[src/rtl/datapath_core.sv]
// datapath_core: register file, operand buses, ALU with iterative shift-add multiplier,
// registered status flags and a per-instruction FSM (IDLE -> EXEC -> [MUL] -> WB).
//
// Ports:
//   clk, highRst            clock; asynchronous active-high reset
//   sInstrValid/sInstrReady  instruction handshake (ready only in IDLE, low during reset)
//   sOpAlu, sSelA, sSelB,    operation, source/destination selects, immediate select
//   sSelC, sImmSel, sImm     and immediate value
//   sDone                    one-cycle pulse during write-back
//   sOverflow/sCarry/        flags of the last completed instruction
//   sNegative/sZero
//   sDbgSel/sDbgData         combinational debug read of the register file
module datapath_core #(
    parameter int unsigned DATAWIDTH = 8,
    parameter int unsigned REGCOUNT  = 8,
    parameter int unsigned SELECTION = 3
) (
    input  logic                 clk,
    input  logic                 highRst,
    input  logic                 sInstrValid,
    output logic                 sInstrReady,
    input  logic [2:0]           sOpAlu,
    input  logic [SELECTION-1:0] sSelA,
    input  logic [SELECTION-1:0] sSelB,
    input  logic [SELECTION-1:0] sSelC,
    input  logic                 sImmSel,
    input  logic [DATAWIDTH-1:0] sImm,
    output logic                 sDone,
    output logic                 sOverflow,
    output logic                 sCarry,
    output logic                 sNegative,
    output logic                 sZero,
    input  logic [SELECTION-1:0] sDbgSel,
    output logic [DATAWIDTH-1:0] sDbgData
);

    localparam int unsigned CNTWIDTH = $clog2(DATAWIDTH + 1);

    localparam logic [2:0] OpAdd = 3'b000;
    localparam logic [2:0] OpSub = 3'b001;
    localparam logic [2:0] OpAnd = 3'b010;
    localparam logic [2:0] OpOr  = 3'b011;
    localparam logic [2:0] OpXor = 3'b100;
    localparam logic [2:0] OpShl = 3'b101;
    localparam logic [2:0] OpShr = 3'b110;
    localparam logic [2:0] OpMul = 3'b111;

    typedef enum logic [1:0] {StIdle, StExec, StMul, StWb} stateT;

    stateT                  state;
    logic [DATAWIDTH-1:0]   regFile [REGCOUNT];

    // Captured instruction fields
    logic [2:0]             opReg;
    logic [SELECTION-1:0]   selAReg;
    logic [SELECTION-1:0]   selBReg;
    logic [SELECTION-1:0]   selCReg;
    logic                   immSelReg;
    logic [DATAWIDTH-1:0]   immReg;

    // Result and flags waiting for the WB edge
    logic [DATAWIDTH-1:0]   resReg;
    logic                   pendC;
    logic                   pendV;
    logic                   doneReg;

    // Shift-add multiplier state
    logic [2*DATAWIDTH-1:0] mcand;
    logic [DATAWIDTH-1:0]   mplier;
    logic [2*DATAWIDTH-1:0] acc;
    logic [CNTWIDTH-1:0]    mulCount;

    logic [DATAWIDTH-1:0]   busA;
    logic [DATAWIDTH-1:0]   busB;
    logic [DATAWIDTH-1:0]   aluRes;
    logic                   aluC;
    logic                   aluV;
    logic [DATAWIDTH:0]     wideSum;
    logic [DATAWIDTH:0]     wideDiff;
    logic [2*DATAWIDTH-1:0] accNext;

    // Entry 0 is never written, so it always reads back as zero.
    assign busA     = regFile[selAReg];
    assign busB     = immSelReg ? immReg : regFile[selBReg];
    assign sDbgData = regFile[sDbgSel];

    assign sInstrReady = (state == StIdle) && !highRst;
    assign sDone       = doneReg;

    assign wideSum  = {1'b0, busA} + {1'b0, busB};
    assign wideDiff = {1'b0, busA} - {1'b0, busB};
    assign accNext  = acc + (mplier[0] ? mcand : '0);

    always_comb begin
        aluRes = '0;
        aluC   = 1'b0;
        aluV   = 1'b0;
        unique case (opReg)
            OpAdd: begin
                aluRes = wideSum[DATAWIDTH-1:0];
                aluC   = wideSum[DATAWIDTH];
                // Same-sign operands producing an opposite-sign result
                aluV   = (busA[DATAWIDTH-1] == busB[DATAWIDTH-1]) &&
                         (wideSum[DATAWIDTH-1] != busA[DATAWIDTH-1]);
            end
            OpSub: begin
                aluRes = wideDiff[DATAWIDTH-1:0];
                aluC   = wideDiff[DATAWIDTH];  // borrow
                aluV   = (busA[DATAWIDTH-1] != busB[DATAWIDTH-1]) &&
                         (wideDiff[DATAWIDTH-1] != busA[DATAWIDTH-1]);
            end
            OpAnd: aluRes = busA & busB;
            OpOr:  aluRes = busA | busB;
            OpXor: aluRes = busA ^ busB;
            OpShl: begin
                aluRes = busA << 1;
                aluC   = busA[DATAWIDTH-1];
            end
            OpShr: begin
                aluRes = busA >> 1;
                aluC   = busA[0];
            end
            OpMul: aluRes = '0;  // handled by the iterative multiplier
            default: aluRes = '0;
        endcase
    end

    always_ff @(posedge clk or posedge highRst) begin
        if (highRst) begin
            state     <= StIdle;
            for (int i = 0; i < int'(REGCOUNT); i++) begin
                regFile[i] <= '0;
            end
            opReg     <= '0;
            selAReg   <= '0;
            selBReg   <= '0;
            selCReg   <= '0;
            immSelReg <= 1'b0;
            immReg    <= '0;
            resReg    <= '0;
            pendC     <= 1'b0;
            pendV     <= 1'b0;
            doneReg   <= 1'b0;
            mcand     <= '0;
            mplier    <= '0;
            acc       <= '0;
            mulCount  <= '0;
            sOverflow <= 1'b0;
            sCarry    <= 1'b0;
            sNegative <= 1'b0;
            sZero     <= 1'b0;
        end else begin
            doneReg <= 1'b0;
            unique case (state)
                StIdle: begin
                    if (sInstrValid) begin
                        opReg     <= sOpAlu;
                        selAReg   <= sSelA;
                        selBReg   <= sSelB;
                        selCReg   <= sSelC;
                        immSelReg <= sImmSel;
                        immReg    <= sImm;
                        state     <= StExec;
                    end
                end
                StExec: begin
                    if (opReg == OpMul) begin
                        mcand    <= {{DATAWIDTH{1'b0}}, busA};
                        mplier   <= busB;
                        acc      <= '0;
                        mulCount <= CNTWIDTH'(DATAWIDTH);
                        state    <= StMul;
                    end else begin
                        resReg  <= aluRes;
                        pendC   <= aluC;
                        pendV   <= aluV;
                        doneReg <= 1'b1;
                        state   <= StWb;
                    end
                end
                StMul: begin
                    acc      <= accNext;
                    mcand    <= mcand << 1;
                    mplier   <= mplier >> 1;
                    mulCount <= mulCount - CNTWIDTH'(1);
                    // Last iteration: take the product including this step's addend
                    if (mulCount == CNTWIDTH'(1)) begin
                        resReg  <= accNext[DATAWIDTH-1:0];
                        pendC   <= |accNext[2*DATAWIDTH-1:DATAWIDTH];
                        pendV   <= 1'b0;
                        doneReg <= 1'b1;
                        state   <= StWb;
                    end
                end
                StWb: begin
                    if (selCReg != '0) begin
                        regFile[selCReg] <= resReg;
                    end
                    sZero     <= (resReg == '0);
                    sNegative <= resReg[DATAWIDTH-1];
                    sCarry    <= pendC;
                    sOverflow <= pendV;
                    state     <= StIdle;
                end
                default: state <= StIdle;
            endcase
        end
    end

endmodule

[config.mk]
export PLATFORM = sky130hd
export DESIGN_NAME = datapath_core
export DESIGN_NICKNAME = d
export VERILOG_FILES = /design/src/rtl/datapath_core.sv
export SDC_FILE = /design/constraint.sdc
export NUM_CORES = 1
export LEC_CHECK = 0
export BUFFER_PORTS_ARGS = -buffer_cell sky130_fd_sc_hd__buf_2
export CAP_MARGIN = 30
export CORE_UTILIZATION = 51
export DETAILED_ROUTE_END_ITERATION = 10
export HOLD_SLACK_MARGIN = 0.08
export PLACE_DENSITY_LB_ADDON = 0.3
export SYNTH_ARGS = -nofsm -noshare
export SYNTH_HDL_FRONTEND = slang
export SYNTH_SLANG_ARGS = --single-unit
[constraint.sdc]
create_clock -name clk -period 5 [get_ports clk]
set_input_delay 0.75 -clock clk [delete_from_list [all_inputs] [get_ports clk]]
set_output_delay 0.75 -clock clk [all_outputs]
set_load 0.02 [all_outputs]
==> results of run 1 <==
## sequential cells by signal, indices dropped and copies added (netlist names)
register   count
regFile       64
acc           16
mcand         16
immReg         8
mplier         8
resReg         8
mulCount       4
opReg          3
selAReg        3
selBReg        3
selCReg        3
state          2
immSelReg      1
pendC          1
pendV          1
sCarry         1
sDone          1
sNegative      1
sOverflow      1
sZero          1
## cells by family (layout without fill, tap and decap cells)
family                     Yosys count  count (layout)  share of synthesized area [%]
DFF                                146             146                           39.2
xor gates and xnor gates            21              21                           2.05
buffers and inverters              100             123                           4.22
AOI/OAI and AO/OA                  192             192                           13.7
muxes                              155             155                           24.7
and+or+nand+nor                    180             180                           9.37
adders and majority gates           49              49                           6.81
## cells in the mapped netlist (16+ instances only)
library cell | instances | area, sq um
sky130_fd_sc_hd__a21oi_1 | 51 | 255
sky130_fd_sc_hd__a22o_1 | 20 | 175
sky130_fd_sc_hd__and2_1 | 16 | 100
sky130_fd_sc_hd__clkbuf_1 | 48 | 180
sky130_fd_sc_hd__dfrtp_1 | 146 | 3650
sky130_fd_sc_hd__ha_1 | 46 | 576
sky130_fd_sc_hd__inv_1 | 36 | 135
sky130_fd_sc_hd__mux2_2 | 91 | 1020
sky130_fd_sc_hd__mux4_2 | 48 | 1080
sky130_fd_sc_hd__nand2_1 | 64 | 240
sky130_fd_sc_hd__nor2_1 | 36 | 135
sky130_fd_sc_hd__o21ai_0 | 45 | 225
## through the flow
| step | setup WS (ns) | hold WS (ns) | instance area, sq um | utilization (%) |
|---|---|---|---|---|
| after floorplan | 0.327 | 0.445 | 9330 | - |
| after global placement | 1.21 | 0.404 | 9700 | 54.0 |
| after detailed placement | 1.09 | 0.405 | 9710 | 54.0 |
| after CTS | 1.05 | 0.419 | 10300 | 57.5 |
| after global routing | 0.663 | 0.435 | 10300 | 57.5 |
| final | 1.03 | 0.384 | 10300 | 57.5 |
## cell type report
class / instances / share of cell area (%)
well taps: 229 / 2.78
clock inverters: 13 / 1.70
flip-flops and latches: 146 / 35.4
multi-input cells: 597 / 51.5
repair buffers: 54 / 2.99
clock buffers: 18 / 4.25
inverters: 38 / 1.43
## report_power, final
part	leakage, nW	switching [W]	internal [W]
Clock	0.300	0.000543	0.000807
Sequential	1.91	0.000641	0.00158
Combinational	2.58	0.00203	0.00167
## cells in the final DEF (no fill, tap or decap), drive strengths merged, types with 18 or more instances in the layout
master	count
dfrtp	146
mux2	91
nand2	64
buf	54
a21oi	51
o21ai	49
mux4	48
ha	46
inv	43
nor2	36
a22o	20
clkbuf	18
## how the worst max path moves through the flow
stage | to | slack [ns] | depth (start not counted)
after floorplan | acc[0] | 0.33 | 1
after global placement | resReg[7] | 1.21 | 14
after global routing | resReg[6] | 0.66 | 14
after detailed placement | resReg[4] | 1.09 | 15
after CTS | resReg[6] | 1.05 | 14
final | resReg[4] | 1.03 | 15
## critical path: stages (launching register included)
cell                       delay, ns
sky130_fd_sc_hd__dfrtp_1        0.84
sky130_fd_sc_hd__mux4_2         0.41
sky130_fd_sc_hd__mux2i_1        0.15
sky130_fd_sc_hd__nor2_1         0.08
sky130_fd_sc_hd__a21oi_1        0.29
sky130_fd_sc_hd__inv_1          0.11
sky130_fd_sc_hd__ha_1           0.23
sky130_fd_sc_hd__fa_1           0.40
sky130_fd_sc_hd__o21bai_1       0.16
sky130_fd_sc_hd__a21oi_1        0.12
sky130_fd_sc_hd__xnor2_1        0.14
sky130_fd_sc_hd__a221oi_1       0.29
sky130_fd_sc_hd__a21oi_1        0.07
sky130_fd_sc_hd__a221oi_1       0.38
sky130_fd_sc_hd__a31oi_1        0.09
sky130_fd_sc_hd__o21ai_1        0.14
## per-layer routing
| metal | global-route usage, % | vias up | part of all wire [%] |
|---|---|---|---|
| met2 | 40.5 | 295 | 45 |
| met3 | 4.08 | 47 | 7.4 |
| li1 | - | 3137 | - |
| met5 | 0 | - | 0 |
| met4 | 10.1 | 0 | 2.7 |
| met1 | 40.0 | 3411 | 45 |
==> results, run 1 <==
- The run finished with clean final reports.
- For this run, the total global-route usage over all layers was measured as 27.2%.
- The type of the setup path with the least slack is register to register.
- The total number of yosys warnings is 0.
- The start of the worst register-to-register path is selBReg[1].
- The fraction of synthesis flops using an asynchronous set or reset pin is 100%.
- The global route total overflow is 0.
- The number of instances resized during post-cts repair is 0.
- The worst-case clock buffer depth is 2.
- The number of cells in the design after placement is 1064.
- The arrival time of data at the critical path endpoint is 4.34 ns.
- The worst setup slack for register-to-register paths is 1.03 ns.
- The region available for standard cell placement spans 0.0180 sq mm.
- The netlist uses 71 different library cells.
- The number of pins with negative max-slew slack in the final report is 0.
- Summed over all failing endpoints, the final setup total negative slack is 0 ns.
- The number of diodes added for antenna fixing is 0.
- Registers take 0.00365 sq mm.
- For this design, the sink count on the clock tree is 146.
- The register bit count reported by yosys is 146.
- The number of design rule violations left after detail routing is 0.
- The ratio of final minimum period to clock period is 79.5%.
- The average wire per cell in the routed design is 21.4 microns.
- The fraction of final layout cells with drive strength greater than 1 is 28.1%.
- The weighted congestion at the end of routability-driven global placement is 0.937.
- Input and output buffers added on the ports amount to 40.
- The maximum achievable frequency is 252 MHz.
- The tree is rooted in a sky130_fd_sc_hd__clkbuf_16.
- The startpoint type of the worst setup path is a register.
- The global-route wire length before repair is 37900 microns.
- After clock tree synthesis, the setup repair step added 0 buffers.
- The number of H-tree levels is 4.
- The hold violation total from the final report is 0.
- The tightest min-delay check is of the input port to asynchronous set/reset pin type.
- The pin count of the biggest net entering global routing is 67.
- After the flow finishes, the layout carries non-filler instances totaling 1095.
- The synthesized netlist cell count is 843.
- The overall die width is 137 microns.
- Synthesis produced a netlist with a net count of 919.
- Setup repair after global routing left no endpoint under its margin.
- The initial core utilization is 51.9%.
- The number of antenna violations at the first check in global routing is 0.
- The number of synthesized flops with an enable pin is 0.
- Clock-pin slew was measured on the worst setup and hold paths at 0.07 ns.
- Summed over all cells, the static leakage comes to 4.79 nW.
- The placed wire-length estimate is 16100 microns.
- The sequential cell area fraction in the yosys report is 39.2%.
- The measured slew at the worst slew-check pin is 0.873 ns.
- The number of global-route vias before repair is 6715.
- The launching element of the worst setup path is selBReg[1].
- In this run the mean area of a mapped cell was 11.1 sq um.
- The area used by multi-input combinational logic is 0.00531 sq mm.
- The initialized floorplan defines 49 standard-cell rows.
- For this run, the leading register cell type out of synthesis is sky130_fd_sc_hd__dfrtp_1.
- The post-detailed-routing wire length is 23500 microns.
- Across the VDD grid, the largest voltage drop is 0.000487 V.
- Measured along the y axis, the die boundary spans 137 microns.
- In this run, CTS created clock tree buffers numbering 17.
- At the later pin of the worst-skew pair, clock insertion delay measures 0.43 ns.
- STA classifies the critical path endpoint as a register.
- The critical-path maximum fanout is 17.
- For the finished layout, the period the worst path requires is 3.97 ns.
- The number of cells on the worst reg-to-reg path is 15.
- The number of hold-repair buffers added at the cts stage is 0.
- The number of nets still failing antenna checks after routing is 0.
- The endpoint required time on the critical path is 5.36 ns.
- Summing over every cut layer, the via total after detailed routing is 6890.
- Setup violations remaining at the end of the flow were counted as 0.
- The first TritonRoute pass finished after 5 iterations.
- The worst clock skew is 0.00812 ns.
- The die covers 0.0188 sq mm.
- The detail-routed via count per cell is 6.29.
- Power comes to 0.00727 W.
- Relative to the synthesized area, the layout overhead comes to 10.6%.
- The number of primary I/O pins is 41.
- The TritonCTS clock tree is yes.
- The terminus of the critical flop-to-flop path is resReg[4].
- The power density over cell area is 704 mW/mm^2.
- The DRC violation total after the first TritonRoute iteration is 797.
- The worst pin sits at a relative slew slack of 41.8%.
- The number of filler cells placed in the layout is 1520.
- After synthesis the cells add up to 0.00933 sq mm.
- The count of max-cap constraint violations is 0.
- The net count of the finished layout is 930.
No activity file was read; power rests on OpenSTA's default activity.
==> inputs of run 2 (changes only) <==
ABC_AREA = 1   (was not set)
clock period = 3.8 ns   (was 5 ns; I/O delays follow)
==> run 2 against run 1 <==
  * Area after synthesis is 4.7% higher
  * First-iteration DRC count rose by 25%
  * Power is 51% higher
  * Critical path type unchanged
==> results, run 2 <==
- The register with the most flip-flops in the layout has 64 of them.
- Of the available clock period, the critical path in the final layout requires 90.6%.
- The number of global-route vias before repair was 8454.
- The largest registers in the layout are regFile: 64 flops, acc: 16 flops, mcand: 16 flops.
- The post-CTS repair timing setup buffer count is 0.
- The count of distinct cell types in the synthesized netlist is 41.
- The relative area change from synthesis to final layout is 8.89%.
- The average wire per cell in the routed design is 17.3 microns.
- The number of sinks driven by the clock tree is 146.
- The synthesized netlist cell count is 1381.
- The internal power of the cells is 0.00527 W.
- The total design power is 0.0110 W.
- Summed over all failing endpoints, the final setup total negative slack is 0 ns.
- Setup violations remaining at the end of the flow were counted as 0.
- After the last flow step, the layout net total stands at 1455.
- Counting flops with a built-in enable in the synthesized netlist gives 0.
- Ranked by instance count, the synthesized netlist is headed by sky130_fd_sc_hd__nand2_1, sky130_fd_sc_hd__inv_1, sky130_fd_sc_hd__o21ai_0.
- The top cell types in the final layout, fill and taps aside, are sky130_fd_sc_hd__nand2_1, sky130_fd_sc_hd__inv_1, sky130_fd_sc_hd__o21ai_0.
- The first TritonRoute pass finished after 7 iterations.
- For this run, design rule violations remaining after detail routing come to 0.
- Summed over all nets, the switching power comes to 0.00571 W.
- The post-synthesis average cell area is 7.07 sq um.
- Setup repair after global routing left no endpoint under its margin.
- Leaving out fill and tap cells, the most frequent cell in the layout is sky130_fd_sc_hd__nand2_1.
- The clock latency reported for the late side of the worst-skew pair is 0.45 ns.
- The total nets after synthesis is 1457.
- STA puts the critical path data arrival time at 3.80 ns.
- The hold violation total from the final report is 0.
- After synthesis the netlist holds a flip-flop and latch count of 146.
- Cells with a size suffix above 1 make up 8.55% of the layout.
- The number of H-tree levels is 4.
- The global-route wire length before repair is 45300 microns.
- In this run switching power makes up 52.0% of total power.
- The number of vias after detailed routing is 9296.
- The area of the die is 0.0197 sq mm.
- The DRC violation total after the first TritonRoute iteration is 1000.
- The core region is 0.0188 sq mm.
- The clock network is responsible for 16.7% of the overall power.
- The type of the most critical hold path is input port to asynchronous set/reset pin.
- The cell chosen for the clock root is sky130_fd_sc_hd__clkbuf_16.
- Static timing analysis puts the maximum clock frequency at 290 MHz.
- The sequential group share of total power is 26.4%.
- Headroom to the max-slew limit came out at 27.7%.
- The global route total overflow is 0.
- STA classifies the critical path startpoint as a register.
- The most common cell in the synthesized netlist is sky130_fd_sc_hd__nand2_1.
- The clock-pin slew on the worst setup and hold paths is 0.07 ns.
- The number of antenna violations at the first check in global routing is 0.
- The share of the core filled with cells is 56.7%.
- The number of instances resized during post-cts repair is 0.
- The sequential cell area fraction in the yosys report is 37.4%.
- Entering global routing, the biggest net connects 76 pins.
- The cell area that synthesis handed to floorplanning was 0.00977 sq mm.
- From bottom edge to top edge, the die measures 140 microns.
- The placed wire-length estimate is 20000 microns.
- The post-route non-filler standard cell count is 1626.
- The time the worst path needs with I/O delays and setup is 3.44 ns.
- The weighted congestion at the end of routability-driven global placement is 0.918.
- The critical path is of the register to register type.
- Data on the critical path is required at its endpoint by 4.16 ns.
- 41 I/O pins were placed.
- The most flop-heavy register is regFile.
- In this run, CTS created clock tree buffers numbering 17.
- The measured slew at the worst slew-check pin is 1.08 ns.
- Along the worst path, the maximum fanout reaches 33.
- The worst clock skew is 0.0136 ns.
- The commonest register cell after synthesis is sky130_fd_sc_hd__dfrtp_1.
- IR analysis of the VDD net gives a maximum drop of 0.000694 V.
- In the global route stage, overall resource usage came out at 29.6%.
- The share of synthesized area in the top cell type comes to 37.4%.
- The number of nets still failing antenna checks after routing is 0.
- The standard-cell row count is 50.
- By area the synthesized netlist is led by sky130_fd_sc_hd__dfrtp_1, sky130_fd_sc_hd__nand2_1, sky130_fd_sc_hd__o21ai_0.
- The dominant cell type by area after synthesis is sky130_fd_sc_hd__dfrtp_1.
- Combinational logic is responsible for 57.0% of the overall power.
- Port buffering added 40 buffers.
- The die is 140 microns wide.
- Counting tap cells, the placed design contains a total of 1594 instances.
- The number of diodes added for antenna fixing is 0.
- The worst-case clock buffer depth is 2.
- In the synthesized netlist the async set-or-reset flop fraction comes to 100%.
- The run finished with clean final reports.
- The tool flagged a number of max-cap violations equal to 0.
- Buffers inserted to repair hold after CTS numbered 0.
- The initial core utilization is 52.0%.
- The critical path capture point type is a register.
- Summed over all layers, the routed wires come to 28100 microns.
- The leakage power of the design is 5.39 nW.
- The power density over cell area is 1030 mW/mm^2.
- The detail-routed via count per cell is 5.72.
- The total number of yosys warnings is 0.
- The TritonCTS clock tree is yes.
- The number of pins with negative max-slew slack in the final report was 0.
[run 2: changes by cell type in the layout (fill, tap and decap cells not counted), moves of 48 or more]
cell	delta
sky130_fd_sc_hd__mux4_2	-48
sky130_fd_sc_hd__nand2_1	+259
sky130_fd_sc_hd__mux2_2	-87
sky130_fd_sc_hd__a21oi_1	+52
sky130_fd_sc_hd__o21ai_0	+120
sky130_fd_sc_hd__inv_1	+142
sky130_fd_sc_hd__nor2_1	+63
sky130_fd_sc_hd__o211ai_1	+50
sky130_fd_sc_hd__nand3_1	+73
[run 2: critical path, stage by stage (launching register included)]
cell	delay (ns)
sky130_fd_sc_hd__dfrtp_1	1.06
sky130_fd_sc_hd__o211ai_1	0.22
sky130_fd_sc_hd__nand3_1	0.14
sky130_fd_sc_hd__nand3_1	0.13
sky130_fd_sc_hd__o21ai_2	0.17
sky130_fd_sc_hd__inv_1	0.10
sky130_fd_sc_hd__ha_1	0.41
sky130_fd_sc_hd__inv_1	0.14
sky130_fd_sc_hd__o21ai_1	0.15
sky130_fd_sc_hd__nand2_1	0.14
sky130_fd_sc_hd__a21oi_1	0.18
sky130_fd_sc_hd__nand2b_1	0.12
sky130_fd_sc_hd__nand3_1	0.07
sky130_fd_sc_hd__nand3_1	0.10
sky130_fd_sc_hd__nand2_1	0.06
sky130_fd_sc_hd__a21oi_1	0.16
[run 2: cells by family (layout without fill, tap and decap cells)]
family	Yosys count	after routing	synth area share (%)
adders and majority gates	49	49	6.51
AOI/OAI and AO/OA	367	367	20.9
buffers and inverters	264	275	11.1
DFF	146	146	37.4
xor gates and xnor gates	6	6	0.538
and+or+nand+nor	545	545	23.1
muxes	4	4	0.461
[run 2: path summary, 6_finish.rpt]
kind,from,end,slack (ns),cells after the start
max,selBReg[1],resReg[6],0.36,15
min,highRst,state[0],0.23,2
max reg2reg,selBReg[1],resReg[6],0.36,15
min reg2reg,regFile[60],regFile[60],0.43,0
max in group asynchronous,highRst,mcand[3],2.75,3
min in group clk,sSelA[0],selAReg[0],0.36,2
[run 2: power groups by stage]
stage / logic [W] / registers, W / clock network (W)
floorplan: 0.00489 / 0.00251 / 0
global placement: 0.00606 / 0.00287 / 0
detailed placement: 0.00611 / 0.00288 / 0
CTS: 0.00613 / 0.00287 / 0.00184
global route: 0.00699 / 0.00298 / 0.00189
finish: 0.00626 / 0.00289 / 0.00183
[run 2: cell type report]
type	count	area, sq um
clock buffers	17	425
clock inverters	15	196
well taps	234	293
inverters	189	713
fillers	1761	8130
multi-input cells	971	5030
flip-flops and latches	146	3660
repair buffers	54	318
[run 2: stage by stage]
stage	instance area [sq um]	setup WS (ns)	hold slack [ns]
4_1_cts	10600	0.494	0.249
2_1_floorplan	9770	1.26	0.447
3_5_place_dp	10000	0.514	0.410
6_report	10600	0.357	0.230
3_3_place_gp	10000	0.518	0.409
5_1_grt	10600	0.110	0.282
[run 2: layer usage]
layer	routed length [microns]	GRT usage (%)	vias to the layer above
met2	12100	43.6	385
met1	13400	44.3	4330
li1	-	-	4531
met3	1980	4.79	50
met4	620	9.25	0
met5	0	0	-
